[src/rtl/i2s_audio_tx.sv]
// i2s_audio_tx: buffers mono PCM samples and serialises each one as a
// Philips I2S stereo frame (same word on L and R) with internal BCLK/LRCLK.
module i2s_audio_tx #(
  parameter int unsigned SAMPLE_W   = 16,
  parameter int unsigned BCLK_DIV   = 4,
  parameter int unsigned FIFO_DEPTH = 4
) (
  input  logic                        clk,
  input  logic                        reset,
  input  logic [SAMPLE_W-1:0]         sample_in,
  input  logic                        sample_valid,
  output logic                        sample_ready,
  output logic [$clog2(FIFO_DEPTH):0] fifo_level,
  output logic                        i2s_bclk,
  output logic                        i2s_lrclk,
  output logic                        i2s_sdata,
  output logic                        underrun
);

  localparam int unsigned AW    = $clog2(FIFO_DEPTH);
  localparam int unsigned LW    = AW + 1;
  localparam int unsigned FRAME = 2 * SAMPLE_W;
  localparam int unsigned SLW   = $clog2(FRAME);
  localparam int unsigned DW    = $clog2(BCLK_DIV);
  localparam int unsigned IW    = $clog2(SAMPLE_W);

  localparam logic [DW-1:0]  DIV_LAST  = DW'(BCLK_DIV - 1);
  localparam logic [DW-1:0]  DIV_HALF  = DW'(BCLK_DIV / 2);
  localparam logic [SLW-1:0] SLOT_LAST = SLW'(FRAME - 1);
  localparam logic [SLW-1:0] SLOT_RGT  = SLW'(SAMPLE_W);
  localparam logic [LW-1:0]  LVL_FULL  = LW'(FIFO_DEPTH);

  logic [DW-1:0]       div_q, div_d;
  logic                bclk_q, bclk_d;
  logic [SLW-1:0]      slot_q, slot_d;
  logic                lrclk_q, lrclk_d;
  logic                sdata_q, sdata_d;
  logic                under_q, under_d;
  logic [SAMPLE_W-1:0] tx_q, tx_d;
  logic [AW-1:0]       wr_q, wr_d;
  logic [AW-1:0]       rd_q, rd_d;
  logic [LW-1:0]       cnt_q, cnt_d;
  logic [SAMPLE_W-1:0] mem_q [FIFO_DEPTH];

  logic                fall;
  logic                frame_start;
  logic                empty;
  logic                full;
  logic                push;
  logic                pop;
  logic [IW-1:0]       idx;

  assign empty        = (cnt_q == '0);
  assign full         = (cnt_q == LVL_FULL);
  assign push         = sample_valid && !full;
  assign fall         = (div_q == DIV_LAST);
  assign frame_start  = fall && (slot_q == SLOT_LAST);
  assign pop          = frame_start && !empty;

  always_comb begin
    div_d  = fall ? '0 : div_q + DW'(1);
    bclk_d = (div_d >= DIV_HALF);
    slot_d = slot_q;
    if (fall) begin
      slot_d = (slot_q == SLOT_LAST) ? '0 : slot_q + SLW'(1);
    end
  end

  // A frame with nothing queued transmits silence.
  always_comb begin
    tx_d    = tx_q;
    under_d = 1'b0;
    if (frame_start) begin
      tx_d    = pop ? mem_q[rd_q] : '0;
      under_d = empty;
    end
  end

  always_comb begin
    wr_d = push ? wr_q + AW'(1) : wr_q;
    rd_d = pop ? rd_q + AW'(1) : rd_q;
    case ({push, pop})
      2'b10:   cnt_d = cnt_q + LW'(1);
      2'b01:   cnt_d = cnt_q - LW'(1);
      default: cnt_d = cnt_q;
    endcase
  end

  // Slot 0 still carries the old word's LSB, hence tx_q rather than tx_d.
  always_comb begin
    lrclk_d = lrclk_q;
    sdata_d = sdata_q;
    idx     = '0;
    if (slot_d > SLOT_RGT) begin
      idx = IW'(FRAME - 32'(slot_d));
    end else if (slot_d != '0) begin
      idx = IW'(SAMPLE_W - 32'(slot_d));
    end
    if (fall) begin
      lrclk_d = (slot_d >= SLOT_RGT);
      sdata_d = (slot_d == '0) ? tx_q[0] : tx_q[idx];
    end
  end

  always_ff @(posedge clk or negedge reset) begin
    if (!reset) begin
      div_q   <= '0;
      bclk_q  <= 1'b0;
      slot_q  <= SLOT_LAST;
      lrclk_q <= 1'b1;
      sdata_q <= 1'b0;
      under_q <= 1'b0;
      tx_q    <= '0;
      wr_q    <= '0;
      rd_q    <= '0;
      cnt_q   <= '0;
    end else begin
      div_q   <= div_d;
      bclk_q  <= bclk_d;
      slot_q  <= slot_d;
      lrclk_q <= lrclk_d;
      sdata_q <= sdata_d;
      under_q <= under_d;
      tx_q    <= tx_d;
      wr_q    <= wr_d;
      rd_q    <= rd_d;
      cnt_q   <= cnt_d;
    end
  end

  always_ff @(posedge clk) begin
    if (push) begin
      mem_q[wr_q] <= sample_in;
    end
  end

  assign sample_ready = !full;
  assign fifo_level   = cnt_q;
  assign i2s_bclk     = bclk_q;
  assign i2s_lrclk    = lrclk_q;
  assign i2s_sdata    = sdata_q;
  assign underrun     = under_q;

endmodule

[config.mk]
export PLATFORM = sky130hd
export DESIGN_NAME = i2s_audio_tx
export DESIGN_NICKNAME = d
export VERILOG_FILES = /design/src/rtl/i2s_audio_tx.sv
export SDC_FILE = /design/constraint.sdc
export NUM_CORES = 1
export LEC_CHECK = 0
export ABC_CLOCK_PERIOD_IN_PS = 3750
export BUFFER_PORTS_ARGS = -buffer_cell sky130_fd_sc_hd__buf_2
export CAP_MARGIN = 20
export CORE_ASPECT_RATIO = 0.5
export CORE_MARGIN = 2
export CORE_UTILIZATION = 40
export CTS_BUF_LIST = sky130_fd_sc_hd__clkbuf_16
export DETAILED_ROUTE_END_ITERATION = 8
export MAX_ROUTING_LAYER = met4
export SYNTH_ARGS = -nofsm -noshare
export SYNTH_HDL_FRONTEND = slang
export SYNTH_SLANG_ARGS = --single-unit
[constraint.sdc]
create_clock -name clk -period 3.75 [get_ports clk]
set_clock_uncertainty 0.1 [all_clocks]
set_input_delay 0.9375 -clock clk [delete_from_list [all_inputs] [get_ports clk]]
set_output_delay 0.9375 -clock clk [all_outputs]
set_load 0.005 [all_outputs]
---- Word level (Yosys, flattened, before mapping) ----
Memories as Yosys holds them, arrays and structs flattened.
Index checks and enable logic that the tools add are counted.
storage, ports and cells
  bits in registers ....................... 34
  bits in writable memories ............... 64
  input port bits ......................... 19
  output and inout bits ................... 8
  logic and storage cells ................. 50
  memories kept ........................... 1
operators by class
  add/subtract/negate cells ............... 8
  magnitude comparators ................... 4
  equal/unequal tests ..................... 5
  multiplexer cells ....................... 13
  reductions and logical operators ........ 9
memories
  memory  words  bits a word  rd ports  clocked after memory_dff  write ports  RTL line  text
  mem_q   4      16           1         0                         1            43        logic [SAMPLE_W-1:0] mem_q [FIFO_DEPTH];
operator list
  operator                                                     count
  2-to-1 mux 16 bit                                            1
  2-to-1 mux 5 bit                                             2
  2-to-1 mux 4 bit                                             2
  subtractor 1 x 4 -> 4 bit (first input constant)             2
  adder 2 x 1 -> 2 bit (second input constant)                 3
  one-hot mux 3 bit (2 select lines)                           1
  adder 5 x 1 -> 5 bit (second input constant)                 1
  == test 5 bit (second input constant)                        1
  greater-or-equal comparator 5 bit (second input constant)    1
  greater-than comparator 5 bit (second input constant)        1
  logical NOT 5 bit                                            1
  less-than comparator 4 x 5 -> 1 bit (second input constant)  1
  2-to-1 mux 1 bit                                             5
  nonzero test 5 bit                                           1
  binary-select mux 1 bit (select 4 bit)                       1
  == test 2 bit (second input constant)                        2
  adder 3 x 1 -> 3 bit (second input constant)                 1
  == test 3 bit (second input constant)                        1
  logical AND 1 bit                                            3
  logical NOT 3 bit                                            1
  subtractor 3 x 1 -> 3 bit (second input constant)            1
  == test 2 x 1 -> 1 bit (second input constant)               1
  greater-or-equal comparator 2 bit (second input constant)    1
  logical NOT 1 bit                                            2
  2 further kinds                                              2

---- Longest topological paths before layout ----
Gate-level depths: netlist of the first run.
  word-level depth ........................ 9
  gate-level depth with buffers ........... 14
  mapped depth without buffers ............ 14

---- Least setup slack after synthesis of the first run ----
No wires, ideal clock.
  path kind ............................... register to register
  start ................................... register slot_q[0]
  end ..................................... register cnt_q[2], in the netlist fifo_level[2]
  setup time .............................. 0.079 ns
  data arrival time ....................... 2.931 ns
  data required time ...................... 3.571 ns
  path slack .............................. 0.640 ns
  cell stages (with the launch flop) ...... 13
  clock period less this slack ............ 3.110 ns
  cells stage by stage .................... dfstp_2 ha_1 and3_1 ha_1 nand2_1 nor2_1 clkbuf_1 ha_1 inv_1 fa_1 xor2_1 nor2_1 xor2_1
between the ends
  cells in the longest elaborated chain, start to end .. 5
  elaborated cells between the ends (all ways) .. 7
ends and longest elaborated chain
  item                                                                      RTL line  text
  start, declared                                                           35        logic [SLW-1:0] slot_q, slot_d;
  start signal, assigned                                                    120       slot_q <= slot_d;
  == test 5 bit *                                                           57        assign frame_start = fall && (slot_q == SLOT_LAST);
  logical AND 1 bit *                                                       57
  logical AND 1 bit *                                                       58        assign pop = frame_start && !empty;
  named net pop                                                             50        logic pop;
  == test 2 x 1 -> 1 bit or == test 2 bit (tied branches)                   82        case ({push, pop})
  one-hot mux 3 bit (2 select lines) or nonzero test 2 bit (tied branches)  n/a
  end signal, assigned                                                      127       cnt_q <= cnt_d;
  end, declared                                                             42        logic [LW-1:0] cnt_q, cnt_d;
Mark *: on every way through the listed nets, which the timed path passes. The rest lies on a longest branch.
A chain may end at the register's enable or synchronous reset.

---- Final worst setup path of the first run ----
  start ................................... register slot_q[0]
  end ..................................... register sdata_q, in the netlist i2s_sdata
between the ends
  cells in the longest elaborated chain, start to end .. 9
  elaborated cells between the ends (all ways) .. 14
ends and longest elaborated chain
  item                                                             RTL line    text
  adder 5 x 1 -> 5 bit or == test 5 bit (tied branches)            65          slot_d = (slot_q == SLOT_LAST) ? '0 : slot_q + SLW'(1);
  2-to-1 mux 5 bit                                                 65
  2-to-1 mux 5 bit *                                               64          if (fall) begin
  subtractor 1 x 4 -> 4 bit or nonzero test 5 bit (tied branches)  95, 97, 96
  2-to-1 mux 4 bit                                                 96          end else if (slot_d != '0) begin
  2-to-1 mux 4 bit                                                 94          if (slot_d > SLOT_RGT) begin
  binary-select mux 1 bit (select 4 bit)                           101         sdata_d = (slot_d == '0) ? tx_q[0] : tx_q[idx];
  2-to-1 mux 1 bit (implied by the code)                           101
  2-to-1 mux 1 bit *                                               101
  end signal, assigned                                             122         sdata_q <= sdata_d;
  end, declared                                                    37          logic sdata_q, sdata_d;
Every way passes the cells marked *; elsewhere a longest branch is shown, timed or not. The select of a mux whose other input is x is not followed.

==> reports/results.ini, run 1 <==
[outcome]
status = completed

[logic_synthesis]
synth_cell_type_count = 48
synth_seq_area_share = 0.669
ys.warnings.count = 0
synth-edff-count = 64
syn_area_per_cell_um2 = 16.0
synth-seq-cells = 97
yosys_most_used_dff = edfxtp_1
ys_async_sr_fraction = 0.340
synth_cells = 258
syn_nets = 288
syn_area_um2 = 4120

[pwr]
comb_power_share = 0.113
pwr-share-seq = 0.525
clockPowerShare = 0.361
p_int_uw = 1960
switching_share = 0.251
ir_drop_v = 0.000234
powerDensity_nw_per_um2 = 554
p_sw_uw = 658
p_leak_uw = 0.00180

[detailed_routing]
routed_wl_um = 7810
vias = 2311
drt_iter0_markers = 160
via_per_inst = 5.31
drc_errors = 0
ant_nets = 0
drt_pass1_iterations = 4
detail_route.wl_per_cell_um = 17.9

[timing]
rsz0062_at_grt = false
tns_ns = 0
finalHoldViolations = 0
fin_crit_ns = 3.42
report.final.slew_viol_count = 0
fmax_ghz = 0.293
finalSetupViolCount = 0
slew_headroom = 0.359
worst_pin_slew_ns = 0.961
post-route-period-util = 0.911

[die]
die_x_um = 148
dieArea_um2 = 11200
die_height_um = 75.8
design.core.area_um2 = 10100
ios = 27
num_rows = 26
start_util = 0.407

[layout]
drive_above_1_share = 0.261
final_util = 0.467
nNetsFinal = 320
diodes = 0
syn2layout_area_growth_pct = 14.8
multi_input_area_um2 = 1260
fill_cells = 882
register_area_um2 = 2760

[clock_tree]
root_buffer = clkbuf_16
hold_buffers = 0
cts_setup_buffers = 0
numCtsBuffers = 9
cts.htree.levels = 3
clkTransAtPathRegs_ns = 0.07
cts.sinks = 97
post_cts_resized = 0
clockBufferDepth = 2
tritoncts = yes
insertion_delay_ns = 0.34

[critical_path]
arrival_ns = 3.54
required_ns = 3.87
start_kind = register
cpPeakStageDelay_ns = 0.39
crit_chain = ha_1 -> and3_1 -> ha_1 -> nor2_1 -> a21o_2 -> clkinv_1 -> ha_1 -> buf_4 -> nor2_1 -> nor2_1 -> o311ai_0 -> o21ai_0 -> o211ai_1 -> o2111ai_1 -> o31a_1
slowest_stage = dfstp_2
endpoint_kind = register
critical_path_class = register to register
path_max_fanout = 14
crit_buf_inv = 2
critical_path.top_delay_family = compound AO/OA/AOI/OAI gates

[grt]
antenna_found_initial = 0
grt_usage = 0.158
gr-total-overflow = 0
met1_usage = 0.201
grt_max_degree = 34
met2_usage = 0.252
grt_use_met3 = 0.0407
grt_pass1_vias = 2321
grt_pass1_wl_um = 12500
top_usage_layer = met2

[place]
port_buffers = 26
dpl.hpwl_um = 5210
routabilityCongestion = 0.839

[hold_path]
hold_class = register to register

[job]
max-cap-violations = 0

-- stage by stage --
| step | std cells | area (um^2) | setup WS [ns] | total power, uW | hold slack [ns] |
|---|---|---|---|---|---|
| after floorplan | 258 | 4120 | 0.640 | 1570 | 0.307 |
| after global placement | 419 | 4420 | 0.445 | 1680 | 0.318 |
| after detailed placement | 419 | 4420 | 0.253 | 1710 | 0.325 |
| after CTS | 435 | 4730 | 0.227 | 2660 | 0.334 |
| after global routing | 435 | 4730 | 0.0907 | 2740 | 0.346 |
| final | 435 | 4730 | 0.333 | 2620 | 0.329 |
-- area by class of cell --
| class | count | area share |
|---|---|---|
| clock buffer | 9 | 0.0476 |
| clock inverter | 7 | 0.0177 |
| inverter | 12 | 0.0106 |
| multi-input combinational | 138 | 0.267 |
| sequential | 97 | 0.583 |
| tap | 140 | 0.0370 |
| timing repair buffer | 32 | 0.0370 |
-- synthesized netlist by cell type, drive strengths merged, types with 2 or more instances --
| library cell | instances | share of area |
|---|---|---|
| nand3 | 4 | 0.0049 |
| nor4 | 2 | 0.0030 |
| o21ai | 8 | 0.0097 |
| clkinv | 3 | 0.0040 |
| edfxtp | 64 | 0.47 |
| o31ai | 2 | 0.0036 |
| inv | 9 | 0.0082 |
| or3 | 2 | 0.0030 |
| and2 | 2 | 0.0030 |
| or4 | 2 | 0.0046 |
| mux2i | 4 | 0.0097 |
| buf | 4 | 0.0061 |
| dfstp | 6 | 0.038 |
| a21oi | 7 | 0.0094 |
| xnor2 | 3 | 0.0064 |
| mux4 | 17 | 0.093 |
| o311ai | 2 | 0.0043 |
| nand3b | 2 | 0.0036 |
| o31a | 3 | 0.0064 |
| nand2 | 7 | 0.0064 |
| clkbuf | 7 | 0.0064 |
| a31oi | 2 | 0.0030 |
| a22o | 16 | 0.034 |
| and3 | 8 | 0.012 |
| dfrtp | 27 | 0.16 |
| ha | 10 | 0.030 |
| xor2 | 3 | 0.0064 |
| nor2b | 5 | 0.0076 |
| nor2 | 15 | 0.014 |
-- logic make-up after synthesis --
family,after synthesis,synth area share
compound gates,47,0.0860
xor+xnor,6,0.0128
fa+ha+maj,11,0.0352
buf+inv,23,0.0246
flops,97,0.669
mux,22,0.105
simple gates,52,0.0671
-- worst reg2reg max path, stage by stage (launching register included) --
cell and delay [ns]:
dfstp_2 0.39, ha_1 0.21, and3_1 0.17, ha_1 0.20
nor2_1 0.13, a21o_2 0.28, clkinv_1 0.14, ha_1 0.30
buf_4 0.18, nor2_1 0.12, nor2_1 0.06, o311ai_0 0.29
o21ai_0 0.14, o211ai_1 0.11, o2111ai_1 0.14, o31a_1 0.34
-- layer usage --
layer  wire length (um)  part of all wire
met1               3770              0.48
met2               3640              0.47
met3                271             0.035
met4                125             0.016
met5                  0                 0
-- worst paths after layout --
check	slack, ns	endpoint	depth (start not counted)	startpoint
max	0.33	i2s_sdata	15	slot_q[0]
min	0.33	div_q[0]	1	div_q[0]
max reg2reg	0.33	i2s_sdata	15	slot_q[0]
min reg2reg	0.33	div_q[0]	1	div_q[0]
max in group asynchronous	2.54	tx_q[5]	1	reset
min in group asynchronous	0.55	tx_q[4]	1	reset
-- registers in the layout (all words and copies together) (netlist names) --
signal / count
underrun: 1
div_q: 1
tx_q: 16
fifo_level: 3
i2s_bclk: 1
i2s_sdata: 1
rd_q: 2
i2s_lrclk: 1
mem_q: 64
wr_q: 2
slot_q: 5
-- layout by cell type, fill, tap and decap left out, drive strengths merged, types with 2 or more instances in the layout --
master | netlist | routed
edfxtp | 64 | 64
buf | 4 | 32
dfrtp | 27 | 27
mux4 | 17 | 17
a22o | 16 | 16
nor2 | 15 | 15
inv | 9 | 14
ha | 10 | 10
clkbuf | 7 | 9
and3 | 8 | 8
o21ai | 8 | 8
nand2 | 7 | 7
a21oi | 7 | 7
dfstp | 6 | 6
nor2b | 5 | 5
nand3 | 4 | 4
mux2i | 4 | 4
xnor2 | 3 | 3
xor2 | 3 | 3
o31a | 3 | 3
clkinv | 3 | 3
and2 | 2 | 2
a31oi | 2 | 2
or3 | 2 | 2
o31ai | 2 | 2
o311ai | 2 | 2
nand3b | 2 | 2
nor4 | 2 | 2
or4 | 2 | 2
-- power groups by stage --
stage | sequential (uW) | combinational (uW) | clock [uW]
after global placement | 1390 | 289 | 0
after detailed placement | 1400 | 308 | 0
after CTS | 1380 | 308 | 970
final | 1380 | 297 | 947
after floorplan | 1380 | 184 | 0
after global routing | 1390 | 337 | 1010
Note: power is estimated with default switching activity, not from simulation.
==> run 2, diff against run 1 <==
--- a/config.mk
+++ b/config.mk
@@ -10,5 +10,4 @@
 export CAP_MARGIN = 20
 export CORE_ASPECT_RATIO = 0.5
-export CORE_MARGIN = 2
 export CORE_UTILIZATION = 40
 export CTS_BUF_LIST = sky130_fd_sc_hd__clkbuf_16
==> constraint.sdc (replaced) <==
create_clock -name clk -period 3.75 [get_ports clk]
set_clock_uncertainty 0.1 [all_clocks]
set_input_delay 0.1875 -clock clk [delete_from_list [all_inputs] [get_ports clk]]
set_output_delay 0.1875 -clock clk [all_outputs]
set_load 0.005 [all_outputs]
==> reports/results.ini, run 2 (synthesis gave the netlist of run 1 again) <==
[hold_path]
holdPathStages = 3  ; was 1
hold_end = wr_q[0]  ; was div_q[0]
worstHoldStart = sample_valid  ; was div_q[0]
hold_class = input pin to register  ; was register to register

[detailed_routing]
routed_wl_um = 7570  ; was 7810 um
drt_pass1_iterations = 4  ; unchanged
drt_iter0_markers = 229  ; was 160
drc_errors = 0  ; unchanged
vias = 2342  ; was 2311
ant_nets = 0  ; unchanged
detail_route.wl_per_cell_um = 16.9  ; was 17.9 um
via_per_inst = 5.24  ; was 5.31

[layout]
reg_top3 = mem_q x64, tx_q x16, slot_q x5  ; unchanged
top_register = mem_q  ; unchanged
final_area_um2 = 4870  ; was 4730 um^2
nNetsFinal = 337  ; was 320
diodes = 0  ; unchanged
final_cell_mix = edfxtp_1, dfrtp_1, buf_2  ; unchanged
syn2layout_area_growth_pct = 18.3  ; was 14.8%
drive_above_1_share = 0.250  ; was 0.261
largest_reg_flops = 64  ; unchanged
final_common_cell = edfxtp_1  ; unchanged

[timing]
fmax_ghz = 0.295  ; was 0.293 GHz
report.final.slew_viol_count = 0  ; unchanged
rsz0062_at_grt = false  ; unchanged
worst_pin_slew_ns = 0.916  ; was 0.961 ns
slew_headroom = 0.389  ; was 0.359
fin_crit_ns = 3.39  ; was 3.42 ns
tns_ns = 0  ; unchanged
finalSetupViolCount = 0  ; unchanged
post-route-period-util = 0.905  ; was 0.911
finalHoldViolations = 0  ; unchanged

[critical_path]
endpoint_kind = register  ; unchanged
r2r_slack_ns = 0.36  ; was 0.33 ns
reg2reg_to = i2s_sdata  ; unchanged
required_ns = 3.88  ; was 3.87 ns
r2r-start = slot_q[0]  ; unchanged
arrival_ns = 3.52  ; was 3.54 ns
start_kind = register  ; unchanged
path_max_fanout = 11  ; was 14
r2r_cells = 14  ; was 15
critical_path_class = register to register  ; unchanged

[place]
post_dp_cell_area_um2 = 4410  ; was 4420 um^2
port_buffers = 26  ; unchanged
dpl.hpwl_um = 5050  ; was 5210 um
routabilityCongestion = 0.907  ; was 0.839

[die]
design.core.area_um2 = 9730  ; was 10100 um^2
dieArea_um2 = 10700  ; was 11200 um^2
die_height_um = 73.8  ; was 75.8 um
die_x_um = 146  ; was 148 um
ios = 27  ; unchanged
num_rows = 25  ; was 26
start_util = 0.423  ; was 0.407

[grt]
grt_pass1_wl_um = 12500  ; about the same
grt_pass1_vias = 2417  ; was 2321
grt_usage = 0.166  ; was 0.158
antenna_found_initial = 0  ; unchanged
gr-total-overflow = 0  ; unchanged
grt_max_degree = 34  ; unchanged

[clock_tree]
cts_setup_buffers = 0  ; unchanged
cts.sinks = 97  ; unchanged
numCtsBuffers = 9  ; unchanged
clockBufferDepth = 2  ; unchanged
clkTransAtPathRegs_ns = 0.07  ; about the same
root_buffer = clkbuf_16  ; unchanged
insertion_delay_ns = 0.34  ; about the same
cts.htree.levels = 3  ; unchanged
tritoncts = yes  ; unchanged

[pwr]
powerDensity_nw_per_um2 = 526  ; was 554 nW/um^2
p_leak_uw = 0.00185  ; was 0.00180 uW
ir_drop_v = 0.000237  ; was 0.000234 V

[outcome]
status = completed  ; unchanged

[job]
max-cap-violations = 0  ; unchanged

run 2: worst max path at each step:
stage / from / endpoint / slack [ns] / depth (start not counted)
after floorplan: slot_q[0] / fifo_level[2] / 0.64 / 12
after global placement: slot_q[0] / i2s_sdata / 0.46 / 14
after detailed placement: slot_q[0] / i2s_sdata / 0.26 / 14
after CTS: slot_q[0] / i2s_sdata / 0.23 / 14
after global routing: slot_q[0] / i2s_sdata / 0.04 / 14
final: slot_q[0] / i2s_sdata / 0.36 / 14
run 2: report_power, final:
| group | internal (uW) | total [uW] | switching [uW] |
|---|---|---|---|
| Combinational | 119 | 312 | 193 |
| Sequential | 1330 | 1380 | 53.2 |
| Clock | 463 | 871 | 408 |
run 2: layout make-up:
| type | instances | area [um^2] |
|---|---|---|
| clock buffers | 9 | 225 |
| repair buffers | 49 | 345 |
| well taps | 135 | 169 |
| clock inverters | 7 | 65.1 |
| fillers | 805 | 4850 |
| multi-input cells | 138 | 1260 |
| flip-flops and latches | 97 | 2760 |
| inverters | 12 | 50.0 |
run 2: routing by layer:
metal / track usage / wire [um]
met5: - / 0
met4: 0.0678 / 97
met3: 0.0422 / 312
met2: 0.261 / 3550
met1: 0.208 / 3610
run 2: worst max-delay path, cell delays in order (launching register included):
cell       delay (ns)
dfstp_2          0.40
ha_1             0.21
and3_1           0.17
ha_1             0.20
nor2_1           0.13
a21o_2           0.27
clkinv_1         0.12
ha_1             0.41
nor2b_1          0.22
nor2_1           0.08
o311ai_0         0.26
o21ai_0          0.16
o211ai_1         0.12
o2111ai_1        0.12
o31a_1           0.31
run 2: through the flow:
stage | setup WS [ns] | util | power (uW) | cells | hold slack [ns]
5_1_grt | 0.0372 | 0.501 | 2680 | 447 | 0.213
6_report | 0.357 | 0.501 | 2560 | 447 | 0.187
2_1_floorplan | 0.640 | - | 1570 | 258 | -0.208
3_3_place_gp | 0.455 | 0.454 | 1680 | 414 | 0.176
3_5_place_dp | 0.259 | 0.454 | 1710 | 414 | 0.192
4_1_cts | 0.232 | 0.501 | 2600 | 447 | 0.174
run 2: timing repair:
action / in CTS / in global routing
resized for setup: 0 / 1
hold buffers: 17 / 0
setup endpoints to repair: 0 / 1
endpoints found under the hold margin: 91 / 0
